### src/rtl/alu_result_display_if.sv
// rtl/alu_result_display_if.sv - ALU result handshake between the add/sub stage and the display block
interface alu_result_display_if #(
  parameter int N = 4
);
  logic [N:0] res;
  logic       cout;
  logic       overflow;
  logic       sub;
  logic       load;
  logic       busy;
  logic       done;

  modport master (output res, output cout, output overflow, output sub, output load,
                  input busy, input done);
  modport slave  (input res, input cout, input overflow, input sub, input load,
                  output busy, output done);
endinterface

### src/rtl/alu_result_display.sv
// rtl/alu_result_display.sv - ALU result latch, NZCV flags, double-dabble BCD and scanned 7-segment drive
// Optional: define ALU_DISPLAY_OVF_EN to show 'E' on the sign digit when the latched overflow flag is set.
module alu_result_display #(
  parameter int N        = 4,
  parameter int DIGITS   = 3,
  parameter int SCAN_DIV = 50000
) (
  input  logic                 clk,
  input  logic                 rst,
  alu_result_display_if.slave  bus,
  output logic                 flag_n,
  output logic                 flag_z,
  output logic                 flag_c,
  output logic                 flag_v,
  output logic [6:0]           seg,
  output logic [DIGITS:0]      an
);
  localparam int CW = $clog2(N + 2);
  localparam int SW = (SCAN_DIV > 1) ? $clog2(SCAN_DIV) : 1;
  localparam int IW = (DIGITS > 0) ? $clog2(DIGITS + 1) : 1;
  localparam int BW = 4 * DIGITS;

  typedef enum logic [1:0] {IDLE, SHIFT, DONE} state_t;

  state_t          state_q, state_d;
  logic [N:0]      mag_q, mag_d;
  logic [BW-1:0]   bcd_q, bcd_d, bcd_adj;
  logic [CW-1:0]   cnt_q, cnt_d;
  logic            busy_q, busy_d, done_q, done_d;
  logic            fn_q, fn_d, fz_q, fz_d, fc_q, fc_d, fv_q, fv_d;
  logic [BW-1:0]   disp_q, disp_d;
  logic            dsign_q, dsign_d, dovf_q, dovf_d;
  logic [SW-1:0]   scan_q, scan_d;
  logic [IW-1:0]   idx_q, idx_d;
  logic [N:0]      res_sext;
  logic            unused_res_msb;

  assign unused_res_msb = bus.res[N];
  assign res_sext       = {bus.res[N-1], bus.res[N-1:0]};

  function automatic logic [6:0] seg_enc(input logic [3:0] v);
    case (v)
      4'd0:    seg_enc = 7'b1000000;
      4'd1:    seg_enc = 7'b1111001;
      4'd2:    seg_enc = 7'b0100100;
      4'd3:    seg_enc = 7'b0110000;
      4'd4:    seg_enc = 7'b0011001;
      4'd5:    seg_enc = 7'b0010010;
      4'd6:    seg_enc = 7'b0000010;
      4'd7:    seg_enc = 7'b1111000;
      4'd8:    seg_enc = 7'b0000000;
      4'd9:    seg_enc = 7'b0010000;
      default: seg_enc = 7'b1111111;
    endcase
  endfunction

  always_comb begin
    state_d = state_q;
    mag_d   = mag_q;
    bcd_d   = bcd_q;
    cnt_d   = cnt_q;
    busy_d  = busy_q;
    done_d  = 1'b0;
    fn_d    = fn_q;
    fz_d    = fz_q;
    fc_d    = fc_q;
    fv_d    = fv_q;
    disp_d  = disp_q;
    dsign_d = dsign_q;
    dovf_d  = dovf_q;

    bcd_adj = bcd_q;
    for (int i = 0; i < DIGITS; i++) begin
      if (bcd_q[4*i +: 4] >= 4'd5) bcd_adj[4*i +: 4] = bcd_q[4*i +: 4] + 4'd3;
    end

    case (state_q)
      IDLE: begin
        if (bus.load) begin
          if (!bus.sub)
            mag_d = {bus.cout, bus.res[N-1:0]};
          else if (bus.res[N-1])
            mag_d = ~res_sext + (N+1)'(1);
          else
            mag_d = {1'b0, bus.res[N-1:0]};
          fn_d    = bus.sub & bus.res[N-1];
          fz_d    = (bus.res[N-1:0] == '0);
          fc_d    = bus.cout;
          fv_d    = bus.overflow;
          bcd_d   = '0;
          cnt_d   = CW'(N + 1);
          busy_d  = 1'b1;
          state_d = SHIFT;
        end
      end
      SHIFT: begin
        {bcd_d, mag_d} = {bcd_adj[BW-2:0], mag_q, 1'b0};
        cnt_d = cnt_q - CW'(1);
        if (cnt_q == CW'(1)) state_d = DONE;
      end
      DONE: begin
        disp_d  = bcd_q;
        dsign_d = fn_q;
        dovf_d  = fv_q;
        done_d  = 1'b1;
        busy_d  = 1'b0;
        state_d = IDLE;
      end
      default: state_d = IDLE;
    endcase
  end

  always_comb begin
    scan_d = scan_q + SW'(1);
    idx_d  = idx_q;
    if (scan_q == SW'(SCAN_DIV - 1)) begin
      scan_d = '0;
      idx_d  = (idx_q == IW'(DIGITS)) ? '0 : idx_q + IW'(1);
    end
  end

  always_ff @(posedge clk or posedge rst) begin
    if (rst) begin
      state_q <= IDLE;
      mag_q   <= '0;
      bcd_q   <= '0;
      cnt_q   <= '0;
      busy_q  <= 1'b0;
      done_q  <= 1'b0;
      fn_q    <= 1'b0;
      fz_q    <= 1'b0;
      fc_q    <= 1'b0;
      fv_q    <= 1'b0;
      disp_q  <= '0;
      dsign_q <= 1'b0;
      dovf_q  <= 1'b0;
      scan_q  <= '0;
      idx_q   <= '0;
    end else begin
      state_q <= state_d;
      mag_q   <= mag_d;
      bcd_q   <= bcd_d;
      cnt_q   <= cnt_d;
      busy_q  <= busy_d;
      done_q  <= done_d;
      fn_q    <= fn_d;
      fz_q    <= fz_d;
      fc_q    <= fc_d;
      fv_q    <= fv_d;
      disp_q  <= disp_d;
      dsign_q <= dsign_d;
      dovf_q  <= dovf_d;
      scan_q  <= scan_d;
      idx_q   <= idx_d;
    end
  end

  // Leading-zero blanking: a digit shows once any digit at or above it is non-zero; digit 0 always shows.
  logic [DIGITS-1:0] show;
  logic              seen;
  logic [3:0]        cur_digit;
  logic              cur_show;

  always_comb begin
    seen = 1'b0;
    show = '0;
    for (int i = DIGITS - 1; i >= 0; i--) begin
      seen    = seen | (disp_q[4*i +: 4] != 4'd0);
      show[i] = seen | (i == 0);
    end
    cur_digit = 4'd0;
    cur_show  = 1'b0;
    for (int i = 0; i < DIGITS; i++) begin
      if (idx_q == IW'(i)) begin
        cur_digit = disp_q[4*i +: 4];
        cur_show  = show[i];
      end
    end
  end

  always_comb begin
    an = ~((DIGITS+1)'(1) << idx_q);
    if (idx_q == IW'(DIGITS)) begin
`ifdef ALU_DISPLAY_OVF_EN
      seg = dovf_q ? 7'b0000110 : (dsign_q ? 7'b0111111 : 7'b1111111);
`else
      seg = dsign_q ? 7'b0111111 : 7'b1111111;
`endif
    end else begin
      seg = cur_show ? seg_enc(cur_digit) : 7'b1111111;
    end
  end

  assign bus.busy = busy_q;
  assign bus.done = done_q;
  assign flag_n   = fn_q;
  assign flag_z   = fz_q;
  assign flag_c   = fc_q;
  assign flag_v   = fv_q;

endmodule

### src/flat_wrapper.sv
// flat-port wrapper written by rule: the top's interface ports become plain ports
module alu_result_display_flat 
#(
  parameter int N        = 4,
  parameter int DIGITS   = 3,
  parameter int SCAN_DIV = 50000
)
  (clk, rst, flag_n, flag_z, flag_c, flag_v, seg, an, bus_res, bus_cout, bus_overflow, bus_sub, bus_load, bus_busy, bus_done);
  alu_result_display_if #(.N(N)) bus_i ();
  input  logic clk;
  input  logic rst;
  output logic flag_n;
  output logic flag_z;
  output logic flag_c;
  output logic flag_v;
  output logic [6:0] seg;
  output logic [DIGITS:0] an;
  input wire logic [$bits(bus_i.res)-1:0] bus_res;
  input wire logic [$bits(bus_i.cout)-1:0] bus_cout;
  input wire logic [$bits(bus_i.overflow)-1:0] bus_overflow;
  input wire logic [$bits(bus_i.sub)-1:0] bus_sub;
  input wire logic [$bits(bus_i.load)-1:0] bus_load;
  output wire logic [$bits(bus_i.busy)-1:0] bus_busy;
  output wire logic [$bits(bus_i.done)-1:0] bus_done;
  assign bus_i.res = bus_res;
  assign bus_i.cout = bus_cout;
  assign bus_i.overflow = bus_overflow;
  assign bus_i.sub = bus_sub;
  assign bus_i.load = bus_load;
  assign bus_busy = bus_i.busy;
  assign bus_done = bus_i.done;
  alu_result_display #(.N(N), .DIGITS(DIGITS), .SCAN_DIV(SCAN_DIV)) u_core (.clk(clk), .rst(rst), .bus(bus_i), .flag_n(flag_n), .flag_z(flag_z), .flag_c(flag_c), .flag_v(flag_v), .seg(seg), .an(an));
endmodule
### config.mk
export PLATFORM = sky130hd
export DESIGN_NAME = alu_result_display_flat
export DESIGN_NICKNAME = d
export VERILOG_FILES = /design/src/rtl/alu_result_display_if.sv /design/src/rtl/alu_result_display.sv /design/src/flat_wrapper.sv
export SDC_FILE = /design/constraint.sdc
export NUM_CORES = 1
export LEC_CHECK = 0
export BUFFER_PORTS_ARGS = -buffer_cell sky130_fd_sc_hd__buf_4
export CORE_MARGIN = 2
export CORE_UTILIZATION = 52
export CTS_BUF_LIST = sky130_fd_sc_hd__clkbuf_2
export CTS_CLUSTER_DIAMETER = 40
export CTS_CLUSTER_SIZE = 30
export DETAILED_ROUTE_END_ITERATION = 6
export GPL_TIMING_DRIVEN = 0
export PLACE_DENSITY_LB_ADDON = 0.1
export REMOVE_ABC_BUFFERS = 1
export SLEW_MARGIN = 30
export SYNTH_ARGS = -nofsm -noshare
export SYNTH_HDL_FRONTEND = slang
export SYNTH_SLANG_ARGS = --single-unit
### constraint.sdc
create_clock -name clk -period 3 [get_ports clk]
set_input_delay 0 -clock clk [delete_from_list [all_inputs] [get_ports clk]]
set_output_delay 0 -clock clk [all_outputs]
set_load 0.02 [all_outputs]
**Yosys cells after proc, flatten, opt, wreduce, memory -nomap -nowiden**

Memories as Yosys holds them, arrays and structs flattened.
Cells that the tools add are included.

- Equality and inequality tests: 9
- Add/subtract/negate cells: 7
- Magnitude comparators: 3
- Muxes and demuxes: 28
- Shift operators: 1
- Reduce and logical (&&, ||, !) cells: 11
- Bitwise logic cells: 4

Operators with widths:

| operator | count |
|---|---|
| one-hot mux 12 bit (2 select lines) | 1 |
| 2-to-1 mux 7 bit | 3 |
| 2-to-1 mux 4 bit | 5 |
| adder 16 x 1 -> 16 bit (second input constant) | 1 |
| equality test 16 bit (second input constant) | 1 |
| 2-to-1 mux 16 bit | 1 |
| 2-to-1 mux 5 bit | 3 |
| greater-or-equal comparator 4 x 3 -> 1 bit (second input constant) | 3 |
| 2-to-1 mux 12 bit | 1 |
| one-hot mux 5 bit (2 select lines) | 1 |
| adder 4 x 2 -> 4 bit (second input constant) | 2 |
| AND reduction 2 bit | 4 |
| nonzero test 4 bit | 2 |
| equality test 2 bit (second input constant) | 3 |
| 2-to-1 mux 2 bit | 3 |
| 2-to-1 mux 3 bit | 2 |
| one-hot mux 3 bit (2 select lines) | 1 |
| adder 5 x 1 -> 5 bit (second input constant) | 1 |
| 2-to-1 mux 1 bit | 5 |
| inverter 5 bit | 1 |
| equality test 2 x 1 -> 1 bit (second input constant) | 2 |
| zero test 2 bit | 2 |
| zero test 4 bit | 1 |
| inverter 4 bit | 1 |
| 12 further kinds | 13 |

- Bits of input ports: 11
- Register bits: 59
- Memories: 1
- ROM bits: 112

Memory list:

| name | words | bits a word | read ports | clocked after Yosys merged registers in | write ports | RTL line | RTL |
|---|---|---|---|---|---|---|---|
| (name not given) | 16 | 7 | 1 | 0 | 0 | alu_result_display.sv:42 | `case (v)` |

**Depth between registers and ports, before layout**

An unclocked memory read counts as a cell.

- Depth in word-level cells: 7
- Gate-level depth with buffers: 11
- Gate-level depth less buffers: 10

**Worst setup path before layout**

Ideal clock, no wire load.

- Kind: register to output
- Start: reg u_core.idx_q[0]
- End: out seg[5]
- Cell stages (with the launch flop): 12
- Slack: 0.861 ns
- Path buffers: 1
- Data required time: 3.000 ns
- Arrival time: 2.139 ns
- Path through: dfrtp_1 -> inv_1 -> ha_1 -> clkbuf_1 -> a21oi_1 -> a22o_1 -> inv_1 -> ha_1 -> inv_1 -> o211ai_1 -> nor2_1 -> o21ai_0

- Cells in the longest elaborated chain, start to end: 7

RTL lines:

| what | RTL line | RTL |
|---|---|---|
| start: declaration | alu_result_display.sv:34 | `logic [IW-1:0] idx_q, idx_d;` |
| start signal: assignment | alu_result_display.sv:154 | `idx_q <= idx_d;` |
| zero test 2 bit | alu_result_display.sv:174 | `if (idx_q == IW'(i)) begin` |
| 2-to-1 mux 4 bit (3 in series) | alu_result_display.sv:174 |  |
| memory read (16 x 7 bit) | - |  |
| 2-to-1 mux 7 bit | alu_result_display.sv:190 | `seg = cur_show ? seg_enc(cur_digit) : 7'b1111111;` |
| 2-to-1 mux 7 bit (*) | alu_result_display.sv:183 | `if (idx_q == IW'(DIGITS)) begin` |
| end: declaration | flat_wrapper.sv:16 | `output logic [6:0] seg;` |

Mark *: on every way between the ends. The rest lies on a longest branch, timed or not.

**Final worst setup path**

- Start: reg u_core.idx_q[0]
- End: out seg[6]

Same word-level chain as after synthesis.

==> insert_results.sql <==
INSERT INTO impl_metrics (metric_group, metric, value, unit) VALUES
('run_status', 'status', 'complete, no violations', ''),
('grt', 'antenna_found_initial', '0', ''),
('yosys', 'synth-compound-area-share', '0.137', ''),
('timing', 'tns', '0', 'ps'),
('grt', 'first_global_vias', '2308', ''),
('clock_tree', 'hold_bufs_inserted_after_cts', '13', ''),
('cells_and_area', 'final_nets', '390', ''),
('clock_tree', 'clock_insertion_delay_worst_skew', '460', 'ps'),
('pwr', 'switchingPower', '1180', 'uW'),
('yosys', 'synth-warning-count', '0', ''),
('yosys', 'syn_inst', '320', ''),
('placement', 'dpl.hpwl', '4080', 'um'),
('pwr', 'cell_internal_pwr', '1770', 'uW'),
('die', 'initial_utilization', '0.530', ''),
('timing', 'grt_setup_unrepaired', 'false', ''),
('die', 'num_io_pins', '28', ''),
('clock_tree', 'clockRootBuffer', 'clkbuf_2', ''),
('timing', 'final_critical_path_setup_slack', '345', 'ps'),
('yosys', 'distinct_cell_type_count_of_the_synthesized_netlist', '46', ''),
('drt', 'drt_wl_total', '5990', 'um'),
('clock_tree', 'h_tree_lvls', '3', ''),
('pwr', 'share_clk_of_total_power', '0.154', ''),
('drt', 'number_of_optimization_iterations_in_the_first_detailed_route_pass', '4', ''),
('cells_and_area', 'synthToLayoutAreaGrowth', '16.3', '%'),
('grt', 'grt_start_max_net_pins', '39', ''),
('drt', 'vias_per_cell', '5.36', ''),
('pwr', 'total_leakage_power', '0.00174', 'uW'),
('clock_tree', 'cts-root-to-sink-buffers', '2', ''),
('worst_setup_path', 'critical_path.cell_chain', 'inv_1 > ha_1 > a21oi_1 > a22o_1 > inv_1 > ha_1 > inv_1 > o211ai_1 > o2111ai_1 > o211ai_1 > buf_4', ''),
('yosys', 'synthDominantAreaCellType', 'dfrtp_1', ''),
('drt', 'drc_viols', '0', ''),
('clock_tree', 'cts_made_buffers', '9', ''),
('min_path', 'timing.hold.worst.class', 'input pin to flop', ''),
('timing', 'finalWorstPathRequiredPeriod', '2650', 'ps'),
('timing', 'fin_crit_share', '0.885', ''),
('yosys', 'synth_seq_area_share', '0.476', ''),
('cells_and_area', 'fin_area', '3600', 'sq um'),
('worst_setup_path', 'setup.worst_path.end_class', 'output port', ''),
('drt', 'ant_nets', '0', ''),
('worst_setup_path', 'crit_path_top_delay_cell', 'dfrtp_1', ''),
('yosys', 'post_synth_top_flop', 'dfrtp_1', ''),
('cells_and_area', 'final_core_utilization', '0.616', ''),
('pwr', 'seq_power_share', '0.411', ''),
('yosys', 'synth_top_family_by_area', 'simple AND/OR/NAND/NOR gates', ''),
('clock_tree', 'post-cts-setup-buffers', '0', ''),
('die', 'core-area', '5850', 'sq um'),
('placement', 'placed_area', '3380', 'sq um'),
('drt', 'detail_route.wl_per_cell', '13.5', 'um'),
('timing', 'number_of_pins_with_negative_max_slew_slack_in_the_final_report', '0', ''),
('yosys', 'synth.most_common_cell', 'dfrtp_1', ''),
('cells_and_area', 'antenna-diode-count', '0', ''),
('yosys', 'netlist_top_cells_area', 'dfrtp_1, ha_1, nand2_1', ''),
('timing', 'maxClockFrequency', '0.377', 'GHz'),
('placement', 'post_place_setup_slack', '882', 'ps'),
('yosys', 'synthXorXnorAreaFrac', '0.0480', ''),
('placement', 'final_estimated_routing_congestion_in_global_placement', '0.768', ''),
('clock_tree', 'cts_tree', 'yes', ''),
('die', 'dieWidth', '81.2', 'um'),
('yosys', 'asyncSetResetFlopFracSynth', '1.00', ''),
('yosys', 'synth_adder_area_share', '0.0606', ''),
('grt', 'gr-usage-all-layers', '0.202', ''),
('placement', 'port_buffers', '26', ''),
('clock_tree', 'clock_tree_sinks', '59', ''),
('timing', 'slew-limit-headroom', '0.484', ''),
('timing', 'hold_violation_total_from_the_final_report', '0', ''),
('die', 'die_h', '81.2', 'um'),
('pwr', 'vdd_drop_max', '0.553', 'mV'),
('flow_run', 'max_cap_viol', '0', ''),
('timing', 'report.final.setup_viol', '0', ''),
('worst_setup_path', 'launching_element_type_of_the_critical_path', 'flop', ''),
('cells_and_area', 'drive_gt1_frac', '0.155', '');
==> cell type report <==
| class | count | area (sq um) |
|---|---|---|
| Tap cell | 75 | 93.8 |
| Timing Repair Buffer | 40 | 345 |
| Sequential cell | 59 | 1480 |
| Clock inverter | 4 | 43.8 |
| Inverter | 28 | 108 |
| Clock buffer | 10 | 50.0 |
| Multi-Input combinational cell | 226 | 1490 |
| Fill cell | 515 | 2250 |
==> routing by layer <==
metal | vias up | part of all wire | global-route usage
met3 | 6 | 0.030 | 0.0600
met4 | 0 | 0.0080 | 0.0661
met1 | 1135 | 0.47 | 0.264
met5 | - | 0 | 0
met2 | 19 | 0.49 | 0.323
li1 | 1207 | - | -
==> cell usage in the layout, fill, tap and decap left out, types with 3 or more instances in the layout <==
cell type / netlist / layout
a21o_1: 3 / 3
a21oi_1: 10 / 10
a22o_1: 3 / 3
a22oi_1: 3 / 3
a31oi_1: 3 / 3
and3_1: 5 / 5
buf_4: 0 / 26
clkbuf_2: 0 / 10
dfrtp_1: 59 / 59
dlygate4sd3_1: 0 / 13
ha_1: 15 / 15
inv_1: 28 / 27
mux2_2: 10 / 10
mux2i_1: 3 / 3
nand2_1: 43 / 43
nand2b_1: 8 / 8
nand3_1: 12 / 12
nand3b_1: 4 / 4
nand4_1: 6 / 6
nor2_1: 13 / 13
nor3_1: 7 / 7
o211ai_1: 4 / 4
o21ai_0: 31 / 31
o31ai_1: 3 / 3
xnor2_1: 9 / 9
xor2_1: 8 / 8
==> registers in the layout (all words and copies together) (netlist names) <==
signal	count
u_core.idx_q	2
u_core.bus.busy	1
u_core.state_q	2
u_core.disp_q	12
u_core.flag_n	1
u_core.flag_c	1
u_core.mag_q	5
u_core.cnt_q	3
u_core.bus.done	1
u_core.bcd_q	12
u_core.flag_z	1
u_core.scan_q	16
u_core.flag_v	1
u_core.dsign_q	1
==> final timing paths <==
| check | start | to | slack [ps] | cells past startpoint |
|---|---|---|---|---|
| setup / recovery | u_core.idx_q[0] | seg[6] | 350 | 11 |
| hold reg to reg | u_core.flag_z | u_core.flag_z | 500 | 2 |
| max in group asynchronous | rst | u_core.bcd_q[0] | 1880 | 5 |
| min in group asynchronous | rst | u_core.scan_q[9] | 620 | 4 |
| hold / removal | bus_cout | u_core.flag_c | 380 | 4 |
| setup reg to reg | u_core.scan_q[0] | u_core.scan_q[15] | 1010 | 5 |
==> worst max-delay path: cells and delay by family (launching register included) <==
family,cells,cell delay [ps]
flip-flops,1,440
adder cells (fa/ha/maj),2,520
AO/OA/AOI/OAI,5,720
buffers and inverters,4,510
==> power by group through the flow <==
stage                     combinational [uW]  clock [uW]  sequential [uW]
after floorplan                          885           0             1210
after global placement                  1240           0             1220
after detailed placement                1280           0             1230
after CTS                               1300         467             1210
after global routing                    1460         508             1240
final                                   1280         455             1210
==> metrics by stage <==
stage / hold WS, ps / total power [uW] / std cells
after global placement: 196 / 2460 / 414
final: 382 / 2950 / 442
after CTS: 355 / 2980 / 442
after detailed placement: -24.4 / 2510 / 415
after global routing: 353 / 3210 / 442
after floorplan: 105 / 2090 / 313
==> cells by family after synthesis <==
kind of cell | count (synthesis)
simple gates | 111
compound gates | 70
flops | 59
buf+inv | 35
xor+xnor | 17
fa+ha+maj | 15
mux | 13
(Power assumes the default switching activity.)
